`src/rtl/latch_load_sequencer.sv`:
```
// latch_load_sequencer: serial-in word collector that drives a D-latch
// bank through a setup / enable / hold window around latch_enable.
module latch_load_sequencer #(
  parameter int WIDTH        = 8,
  parameter int SETUP_CYCLES = 1,
  parameter int EN_CYCLES    = 2,
  parameter int HOLD_CYCLES  = 1
) (
  input  logic             clk,
  input  logic             reset_n,
  input  logic             s_valid,
  input  logic             s_data,
  output logic             s_ready,
  input  logic             clear,
  output logic [WIDTH-1:0] latch_D,
  output logic             latch_enable,
  output logic             busy,
  output logic             done
);

  localparam int SE_MAX = (SETUP_CYCLES > EN_CYCLES)
                        ? SETUP_CYCLES : EN_CYCLES;
  localparam int T_MAX  = (SE_MAX > HOLD_CYCLES)
                        ? SE_MAX : HOLD_CYCLES;
  localparam int TW     = $clog2(T_MAX + 1);
  localparam int CW     = $clog2(WIDTH + 1);

  localparam logic [1:0] COLLECT = 2'd0;
  localparam logic [1:0] SETUP   = 2'd1;
  localparam logic [1:0] ENABLE  = 2'd2;
  localparam logic [1:0] HOLD    = 2'd3;

  localparam logic [TW-1:0] T_SETUP = TW'(SETUP_CYCLES - 1);
  localparam logic [TW-1:0] T_EN    = TW'(EN_CYCLES - 1);
  localparam logic [TW-1:0] T_HOLD  = TW'(HOLD_CYCLES - 1);
  localparam logic [TW-1:0] T_ONE   = TW'(1);
  localparam logic [CW-1:0] C_LAST  = CW'(WIDTH - 1);
  localparam logic [CW-1:0] C_ONE   = CW'(1);

  logic [1:0]       state;
  logic [1:0]       state_nx;
  logic [TW-1:0]    timer;
  logic [TW-1:0]    timer_nx;
  logic [CW-1:0]    count;
  logic [WIDTH-1:0] shreg;
  logic [WIDTH-1:0] word;

  logic in_collect;
  logic accept;
  logic purge;
  logic last_bit;
  logic t_zero;
  logic enter_en;
  logic enter_hold;
  logic leave_hold;

  assign in_collect = (state == COLLECT);
  assign purge      = in_collect && clear;
  assign accept     = in_collect && s_valid
                   && s_ready && !clear;
  assign last_bit   = accept && (count == C_LAST);
  assign t_zero     = (timer == '0);
  assign enter_en   = (state == SETUP)  && t_zero;
  assign enter_hold = (state == ENABLE) && t_zero;
  assign leave_hold = (state == HOLD)   && t_zero;
  assign word       = {shreg[WIDTH-2:0], s_data};

  // Phase sequencing: each window ends when its timer reaches zero.
  always_comb begin
    state_nx = state;
    unique case (state)
      COLLECT: if (last_bit)   state_nx = SETUP;
      SETUP:   if (enter_en)   state_nx = ENABLE;
      ENABLE:  if (enter_hold) state_nx = HOLD;
      HOLD:    if (leave_hold) state_nx = COLLECT;
      default:                 state_nx = COLLECT;
    endcase
  end

  // Phase timer: loaded with length-1 on entry, counts down to zero.
  always_comb begin
    timer_nx = timer;
    unique case (1'b1)
      last_bit:   timer_nx = T_SETUP;
      enter_en:   timer_nx = T_EN;
      enter_hold: timer_nx = T_HOLD;
      (!in_collect && !t_zero):
                  timer_nx = timer - T_ONE;
      default:    timer_nx = timer;
    endcase
  end

  // State and timer registers.
  always_ff @(posedge clk or negedge reset_n) begin
    if (!reset_n) begin
      state <= COLLECT;
      timer <= '0;
    end else begin
      state <= state_nx;
      timer <= timer_nx;
    end
  end

  // Serial collection; clear wins over a bit offered in the same cycle.
  always_ff @(posedge clk or negedge reset_n) begin
    if (!reset_n) begin
      count <= '0;
      shreg <= '0;
    end else if (purge || last_bit) begin
      count <= '0;
      shreg <= '0;
    end else if (accept) begin
      count <= count + C_ONE;
      shreg <= word;
    end
  end

  // Parallel word only moves on the COLLECT->SETUP edge.
  always_ff @(posedge clk or negedge reset_n) begin
    if (!reset_n) begin
      latch_D <= '0;
    end else if (last_bit) begin
      latch_D <= word;
    end
  end

  // Enable window spans exactly the ENABLE phase.
  always_ff @(posedge clk or negedge reset_n) begin
    if (!reset_n) begin
      latch_enable <= 1'b0;
    end else if (enter_en) begin
      latch_enable <= 1'b1;
    end else if (enter_hold) begin
      latch_enable <= 1'b0;
    end
  end

  // Handshake and status flags.
  always_ff @(posedge clk or negedge reset_n) begin
    if (!reset_n) begin
      s_ready <= 1'b0;
      busy    <= 1'b0;
      done    <= 1'b0;
    end else begin
      done <= leave_hold;
      if (last_bit) begin
        s_ready <= 1'b0;
        busy    <= 1'b1;
      end else if (leave_hold) begin
        s_ready <= 1'b1;
        busy    <= 1'b0;
      end else if (in_collect) begin
        s_ready <= 1'b1;
      end
    end
  end

endmodule

```
`config.mk`:
```
export PLATFORM = sky130hd
export DESIGN_NAME = latch_load_sequencer
export DESIGN_NICKNAME = d
export VERILOG_FILES = /design/src/rtl/latch_load_sequencer.sv
export SDC_FILE = /design/constraint.sdc
export NUM_CORES = 1
export LEC_CHECK = 0
export CAP_MARGIN = 15
export CORE_UTILIZATION = 45
export DETAILED_ROUTE_END_ITERATION = 8
export PLACE_DENSITY = 0.64
export SETUP_SLACK_MARGIN = 0.05
export SLEW_MARGIN = 5
export SYNTH_ARGS = -nofsm -noshare
export SYNTH_HDL_FRONTEND = slang
export SYNTH_SLANG_ARGS = --single-unit
```
`constraint.sdc`:
```
create_clock -name clk -period 3.5 [get_ports clk]
set_input_delay 0.875 -clock clk [delete_from_list [all_inputs] [get_ports clk]]
set_output_delay 0.875 -clock clk [all_outputs]
set_load 0.05 [all_outputs]
```
# Word-level counts from Yosys, hierarchy flattened
# Index checks and enable logic that the tools add are counted.
word_totals:
  ff_bits: 27
  in_bits: 5
  output_inout_bits: 12
  word_cells: 58
op_classes:
  addsub: 2
  n_eq_ne: 8
  mux: 17
  reduce_logical: 22
ops:
  columns: ["operator", "n"]
  rows:
  - ["$mux 7", 2]
  - ["$logic_and 1x1->1", 9]
  - ["$mux 2", 4]
  - ["$mux 4", 2]
  - ["$pmux 2 s4", 1]
  - ["$mux 1", 7]
  - ["$ne 2x2->1 const B", 3]
  - ["$pmux 2 s3", 1]
  - ["$reduce_bool 2->1", 3]
  - ["$reduce_bool 3->1", 2]
  - ["$add 4x1->4 const B", 1]
  - ["$eq 2x2->1 const B", 2]
  - ["$eq 4x3->1 const B", 1]
  - ["$logic_not 2->1", 2]
  - ["$reduce_and 4->1", 1]
  - ["$logic_not 1->1", 3]
  - ["$eq 2x1->1 const B", 1]
  - ["$ne 2x1->1 const B", 1]
  - ["$reduce_or 2->1", 1]
  - ["$sub 2x1->2 const B", 1]
  - ["$logic_or 1x1->1", 1]

# Longest topological paths before layout
# Gate-level depths: netlist of the first run.
logic_depth:
  depth_word: 7
  ltp_mapped: 7
  ltp_nobuf: 5

# Worst setup path after synthesis of the first run
# OpenSTA, ideal clock, no wires.
synth_path:
  kind: "in2reg"
  startpoint: "input port clear"
  endpoint: "register latch_D[0]"
  setup_time_ns: 0.125
  arrival_time_ns: 1.730
  required_time_ns: 3.375
  slack_ns: 1.646
  cell_stages: 4
  n_path_buf: 1
  cell_sequence: "nand4b_4 > nor2_1 > buf_4 > mux2_2"
synth_between:
  elab_chain_cells: 3
synth_lines:
  columns: ["element", "line", "rtl"]
  rows:
  - ["start, declared", "14", "input logic clear,"]
  - ["$logic_not 1->1", "60", "&& s_ready && !clear;"]
  - ["$logic_and 1x1->1", "60", null]
  - ["$logic_and 1x1->1", "61", "assign last_bit = accept && (count == C_LAST);"]
  - ["end signal, assigned", "123", "latch_D <= word;"]
  - ["end, declared", "15", "output logic [WIDTH-1:0] latch_D,"]
# No other way between the ends.
# A chain may end at the register's enable or synchronous reset.

# Final worst setup path of the first run
layout_path:
  startpoint: "register s_ready"
  endpoint: "output port s_ready"
layout_rtl:
  columns: ["element", "line", "rtl"]
  rows:
  - ["start, declared", "13", "output logic s_ready,"]
  - ["start signal, assigned", "141", "s_ready <= 1'b0;"]
  - ["start signal, assigned", "147", "s_ready <= 1'b0;"]
  - ["start signal, assigned", "150", "s_ready <= 1'b1;"]
# No word-level cell between the ends.

==> metrics.cfg, run 1 <==
[status]
status=completed

[worst_setup_path]
path_max_fanout=4
cp_num_buf_inv=1
r2r_cells=6
crit_required_ns=2.62
slowest_stage=clkdlybuf4s50_1
path_class=reg2out
crit_path_end_kind=output pin
crit_family=buffers and inverters
slowest_delay_ns=0.83
r2r_slack_ns=1.15
critPathLaunchType=register
r2r-start=state[0]$_DFFE_PN0P_
arrival_ns=1.61
crit_chain=clkdlybuf4s50_1
r2r-end=latch_D[7]$_DFFE_PN0P_

[worst_hold_path]
hold_end=latch_enable$_DFFE_PN0P_
worstHoldStart=latch_enable$_DFFE_PN0P_
holdPathStages=2
hp-class=reg2reg

[clock_tree]
ctsResizeCount=0
clock_latency_ns=0.32
root_buffer=clkbuf_4
cts_setup_buffers=0
cts_buffers=3
path_clk_slew_ns=0.14
cts_tree=yes
htree_levels=1
clockBufferDepth=2
ctsHoldBuffers=0
cts.sinks=27

[power_and_ir_drop]
powerDensity_mw_per_mm2=614
p_int_mw=0.552
p_sw_frac=0.392
seqPwrFrac=0.450
pwr-share-clk=0.146
ir_worst_vdd_mv=0.354
power_switching_mw=0.357
combPwrFrac=0.404
p_leak_nw=0.684

[sta]
fin_tns_setup_ns=0
drv_slew=0
layout_min_cycle_time_ns=2.49
period_share=0.710
skew_ns=0.00341
finalSetupViolations=0
rsz0062_at_grt=no
final_hold_viol_count=0
fmaxAchievable_mhz=402
relSlewSlack=0.662
worst_slew_pin_slew_ns=0.506

[routing]
top_layer_used=met4
wire_per_inst_um=14.5
dr.pass1.iters=4
dr.first_iter.drc_count=24
met3_length_um=71
vias=905
viasPerCell=5.42
wl_met2_um=1170
route.final.wire_length_um=2420
drc=0
met1_length_um=1140
ant_nets=0

[finish]
fin_util=0.571
area_growth_pct=15.8
num_antenna_cells=0
post_route_cells_drive_above_1_share=0.109
multi_input_area_um2=534
seqCellArea_um2=676
fill_cells=227
final_net_count=149

[placed_design]
portBuffers=16
gp_congestion=0.713
dp_hpwl_um=1680

[yosys]
synthAdderAreaFrac=0.0587
yosys.area_share.simple=0.174
synthMuxAreaShare=0.0705
syn-cell-area_mm2=0.00128
synth_seq_cells=27
synth-seq-area-share=0.528
synth_compound_area_frac=0.114
synth_nets=133
syn_area_per_cell_um2=10.5
ys_warn_count=0
synth-xor-area-share=0
syn_inst=122
synth_top_family_by_area=simple AND/OR/NAND/NOR gates
netlist-cell-type-count=27

[global_routing]
grt_max_degree=28
antenna_found_initial=0
grt_first_pass_wirelength_um=4170
grt_pass1_vias=927
grt.overflow.total=0
track_usage=0.175

[floorplanning]
ioPinCount=17
initial_core_util=0.494
dieArea_mm2=0.00306
core_area_mm2=0.00259
die_x_um=55.3
fp.dieH_um=55.3
num_rows=18

[flow_run]
maxCapViolations=0

-- cell type report --
cell class | count | area share
clock inverter | 1 | 0.00338
multi-input combinational | 80 | 0.361
tap | 30 | 0.0254
inverter | 8 | 0.0203
timing repair buffer | 18 | 0.118
clock buffer | 3 | 0.0152
sequential | 27 | 0.456
-- state kept, by name, summed over array words and instances (netlist names) --
signal / flops
latch_D: 8
shreg: 7
count: 4
state: 2
timer: 2
busy: 1
done: 1
latch_enable: 1
s_ready: 1
-- synth_stat cells, drive strengths merged --
cell type  count  share of area
or3            3          0.015
and2           1         0.0049
dfrtp         27           0.53
and3b          1         0.0069
clkbuf         4          0.012
nor2           3         0.0088
and4b          1         0.0078
or4            1         0.0059
o311a          1         0.0078
mux2           8          0.070
ha             6          0.059
nand3b         1         0.0059
nand3         11          0.043
a21o           1         0.0059
nor3           1         0.0039
a21oi         14          0.055
o21ai          4          0.016
o211ai         2          0.012
buf            3          0.019
o32ai          2          0.014
o22ai          1         0.0049
nor2b          2         0.0098
nand4b         1          0.019
nand2         15          0.044
inv            8          0.023
-- stage by stage --
stage               instances  power [mW]  area (µm²)  hold slack [ns]  setup WS (ns)
global route              167       0.979        1480            0.528          0.957
global placement          163       0.771        1450            0.463          0.767
CTS                       167       0.916        1480            0.508          0.993
floorplan                 122       0.701        1280            0.468           1.65
finish                    167       0.909        1480            0.501           1.01
detailed placement        163       0.781        1450            0.468          0.724
-- power by group through the flow --
stage,clock network [mW],logic [mW],registers [mW]
finish,0.133,0.367,0.409
global route,0.149,0.414,0.417
CTS,0.139,0.368,0.410
detailed placement,0,0.365,0.416
global placement,0,0.358,0.414
floorplan,0,0.264,0.437
-- layout by cell type (no fill, tap or decap), types with 2 or more instances in the layout --
cell type	count
dfrtp_1	27
clkdlybuf4s50_1	16
nand2_1	15
a21oi_1	14
nand3_1	11
inv_1	8
mux2_2	8
ha_1	6
o21ai_0	4
nor2_1	3
or3_1	3
clkbuf_4	3
o211ai_1	2
nor2b_1	2
o32ai_1	2
buf_4	2
-- how the worst max path moves through the flow --
stage | slack [ns] | end | start | cells after the start
after floorplan | 1.65 | latch_D[0]$_DFFE_PN0P_ | clear | 4
after global placement | 0.77 | latch_D[4]$_DFFE_PN0P_ | s_valid | 5
after detailed placement | 0.72 | latch_D[7]$_DFFE_PN0P_ | s_valid | 5
after CTS | 0.99 | s_ready | s_ready$_DFFE_PN0P_ | 1
after global routing | 0.96 | s_ready | s_ready$_DFFE_PN0P_ | 1
final | 1.01 | s_ready | s_ready$_DFFE_PN0P_ | 1
-- layer usage --
metal | vias up | GRT usage
met5 | - | 0
met2 | 18 | 0.287
li1 | 454 | -
met1 | 429 | 0.225
met3 | 4 | 0.0258
met4 | 0 | 0.0893
-- logic make-up after synthesis --
| group | Yosys count |
|---|---|
| adder cells (fa/ha/maj) | 6 |
| multiplexers | 8 |
| AO/OA/AOI/OAI | 25 |
| AND/OR/NAND/NOR | 41 |
| buffers and inverters | 15 |
| flip-flops | 27 |
No activity file was read; power rests on OpenSTA's default activity.
==> run 2, diff against run 1 <==
Settings changed: PLACE_DENSITY 0.64 to 0.67.
Clock period 3.5 ns to 2.22 ns, I/O delays scaled along.
==> metrics.cfg, run 2 (same netlist as run 1, synthesis figures left out) <==
[global_routing]
grt.overflow.total=0
track_usage=0.176
grt_max_degree=28
grt_first_pass_wirelength_um=4290
antenna_found_initial=0
grt_pass1_vias=964

[sta]
skew_ns=0.00135
drv_slew=0
whs_ns=0.514
rsz0062_at_grt=no
final_hold_viol_count=0
relSlewSlack=0.662
fin_ws_ns=0.138
layout_min_cycle_time_ns=2.08
finalSetupViolations=0
fmaxAchievable_mhz=480
period_share=0.938
fin_tns_setup_ns=0
worst_slew_pin_slew_ns=0.505

[placed_design]
gp_congestion=0.736
place_ws_ns=0.115
dp_cells=165
portBuffers=16
placed_cell_area_mm2=0.00147
dp_hpwl_um=1700

[routing]
dr.pass1.iters=4
drc=0
ant_nets=0
viasPerCell=5.58
wire_per_inst_um=14.1
vias=943
dr.first_iter.drc_count=27
route.final.wire_length_um=2390

[worst_setup_path]
crit_required_ns=1.66
crit_path_end_kind=output pin
cp_num_buf_inv=1
slowest_delay_ns=0.81
crit_family=buffers and inverters
path_max_fanout=2
arrival_ns=1.53
path_class=reg2out
slowest_stage=clkdlybuf4s50_1
crit_chain=clkdlybuf4s50_1
critPathLaunchType=register

[finish]
finalInstanceArea_mm2=0.00150
fill_cells=230
area_growth_pct=17.0
final_common_cell=dfrtp_1
reg.largest.list=latch_D x8, shreg x7, count x4
fin_util=0.578
final_net_count=151
regMostFlops=latch_D
post_route_cells_drive_above_1_share=0.122
final_cell_mix=27 x dfrtp_1, 15 x nand2_1, 15 x clkdlybuf4s50_1
num_antenna_cells=0
largest_register_ffs=8
final_cells=169

[status]
status=completed

[floorplanning]
dieArea_mm2=0.00306
initial_core_util=0.494
core_area_mm2=0.00259
num_rows=18
ioPinCount=17
die_x_um=55.3
fp.dieH_um=55.3

[power_and_ir_drop]
powerDensity_mw_per_mm2=969
p_leak_nw=0.686
power_mw=1.45
ir_worst_vdd_mv=0.843

[clock_tree]
cts_setup_buffers=0
ctsResizeCount=1
ctsHoldBuffers=0
cts_buffers=3
clock_latency_ns=0.32
cts_tree=yes
root_buffer=clkbuf_4
htree_levels=1
clockBufferDepth=2
cts.sinks=27
path_clk_slew_ns=0.15

[flow_run]
maxCapViolations=0

[worst_hold_path]
hp-class=reg2reg

==> run 2: report_power, final <==
part	internal, mW	leakage, nW	switching (mW)	total, mW
registers	0.578	0.360	0.0676	0.646
logic	0.230	0.312	0.355	0.585
clock network	0.0689	0.0139	0.151	0.219
total	0.877	0.686	0.573	1.45
==> run 2: final timing paths <==
check	from	endpoint	slack, ns	cells after the start
setup / recovery	latch_enable$_DFFE_PN0P_	latch_enable	0.14	1
hold / removal	latch_enable$_DFFE_PN0P_	latch_enable$_DFFE_PN0P_	0.51	2
setup reg to reg	state[1]$_DFFE_PN0P_	latch_D[5]$_DFFE_PN0P_	0.22	6
hold reg to reg	latch_enable$_DFFE_PN0P_	latch_enable$_DFFE_PN0P_	0.51	2
max in group asynchronous	reset_n	latch_D[5]$_DFFE_PN0P_	1.39	2
min in group asynchronous	reset_n	timer[1]$_DFFE_PN0P_	0.58	2
==> run 2: final cells by class <==
class | instances | area, µm² | share of cell area
clock buffer | 3 | 22.5 | 0.0151
clock inverter | 1 | 7.51 | 0.00502
inverter | 8 | 30.0 | 0.0201
multi-input combinational | 80 | 534 | 0.357
sequential | 27 | 676 | 0.452
tap | 30 | 37.5 | 0.0251
timing repair buffer | 20 | 189 | 0.126
==> run 2: per-layer routing <==
layer,routed length (µm),vias up,GRT usage
met5,0,-,0
met1,1100,462,0.231
met3,72,2,0.0328
li1,-,461,-
met4,15,0,0.0536
met2,1200,18,0.296
==> run 3, diff against run 2 <==
Settings changed: CORE_UTILIZATION 45 to 48, PLACE_DENSITY 0.67 to 0.71.
==> metrics.cfg, run 3 (same netlist as run 1, synthesis figures left out) <==
[sta]
skew_ns=0.00252
period_share=0.951
drv_slew=0
fmaxAchievable_mhz=474
rsz0062_at_grt=no
fin_tns_setup_ns=0
relSlewSlack=0.658
fin_ws_ns=0.108
finalSetupViolations=0
final_hold_viol_count=0
whs_ns=0.506
layout_min_cycle_time_ns=2.11
worst_slew_pin_slew_ns=0.511

[finish]
final_cells=171
regMostFlops=latch_D
final_cell_mix=27 x dfrtp_1, 15 x nand2_1, 15 x clkdlybuf4s50_1
finalInstanceArea_mm2=0.00152
largest_register_ffs=8
area_growth_pct=19.2
post_route_cells_drive_above_1_share=0.135
fin_util=0.610
final_net_count=153
fill_cells=222
reg.largest.list=latch_D x8, shreg x7, count x4
seqCellArea_um2=676
final_common_cell=dfrtp_1
num_antenna_cells=0
multi_input_area_um2=534

[routing]
drc=0
wire_per_inst_um=15.2
dr.first_iter.drc_count=22
viasPerCell=5.80
ant_nets=0
vias=991
dr.pass1.iters=4
route.final.wire_length_um=2600

[global_routing]
antenna_found_initial=0
grt_first_pass_wirelength_um=4280
grt_max_degree=28
grt.overflow.total=0
track_usage=0.213
grt_pass1_vias=954

[power_and_ir_drop]
ir_worst_vdd_mv=0.656
p_int_mw=0.894
powerDensity_mw_per_mm2=982
p_leak_nw=0.698
combPwrFrac=0.420
power_mw=1.50
seqPwrFrac=0.433
power_switching_mw=0.602
p_sw_frac=0.402
pwr-share-clk=0.148

[worst_hold_path]
hp-class=reg2reg

[floorplanning]
ioPinCount=17
die_x_um=53.6
num_rows=18
fp.dieH_um=53.6
dieArea_mm2=0.00287
core_area_mm2=0.00250
initial_core_util=0.512

[placed_design]
portBuffers=16
dp_cells=167
placed_cell_area_mm2=0.00150
place_ws_ns=0.106
gp_congestion=0.824
dp_hpwl_um=1890

[worst_setup_path]
slowest_stage=clkdlybuf4s50_1
cp_num_buf_inv=1
crit_path_end_kind=output pin
crit_family=buffers and inverters
critPathLaunchType=register
path_max_fanout=2
crit_required_ns=1.66
crit_chain=clkdlybuf4s50_1
path_class=reg2out
slowest_delay_ns=0.83
arrival_ns=1.56

[clock_tree]
ctsHoldBuffers=0
cts.sinks=27
clock_latency_ns=0.33
cts_setup_buffers=0
cts_tree=yes
cts_buffers=3
root_buffer=clkbuf_4
path_clk_slew_ns=0.15
clockBufferDepth=2
htree_levels=1

[flow_run]
maxCapViolations=0

[status]
status=completed

## run 3: repair_timing
action,4_1_cts,5_1_grt
endpoints found under the hold margin,0,0
setup endpoints to repair,1,0
resized for setup,1,0
## run 3: power groups by stage
stage                     combinational, mW  clock, mW  sequential, mW
after floorplan                       0.416          0           0.689
after global placement                0.590          0           0.650
after detailed placement              0.618          0           0.657
after CTS                             0.622      0.224           0.647
after global routing                  0.689      0.239           0.660
final                                 0.628      0.221           0.647
## run 3: metal layers
metal | wire (µm) | track usage
met1 | 1180 | 0.269
met3 | 119 | 0.0452
met5 | 0 | 0
met4 | 61 | 0.110
met2 | 1240 | 0.344
## run 3: worst paths after layout
| path | from | depth (start not counted) | slack [ns] | end |
|---|---|---|---|---|
| max reg2reg | state[1]$_DFFE_PN0P_ | 6 | 0.39 | latch_D[1]$_DFFE_PN0P_ |
| max in group asynchronous | reset_n | 2 | 1.40 | latch_D[3]$_DFFE_PN0P_ |
| min in group asynchronous | reset_n | 2 | 0.56 | timer[1]$_DFFE_PN0P_ |
| max | latch_enable$_DFFE_PN0P_ | 1 | 0.11 | latch_enable |
| min | busy$_DFFE_PN0P_ | 1 | 0.51 | busy$_DFFE_PN0P_ |
| min reg2reg | busy$_DFFE_PN0P_ | 1 | 0.51 | busy$_DFFE_PN0P_ |
## run 3: final cells by class
class,count,area share
inverter,8,0.0197
clock inverter,1,0.00493
sequential,27,0.443
timing repair buffer,22,0.142
multi-input combinational,80,0.351
clock buffer,3,0.0148
tap,30,0.0246
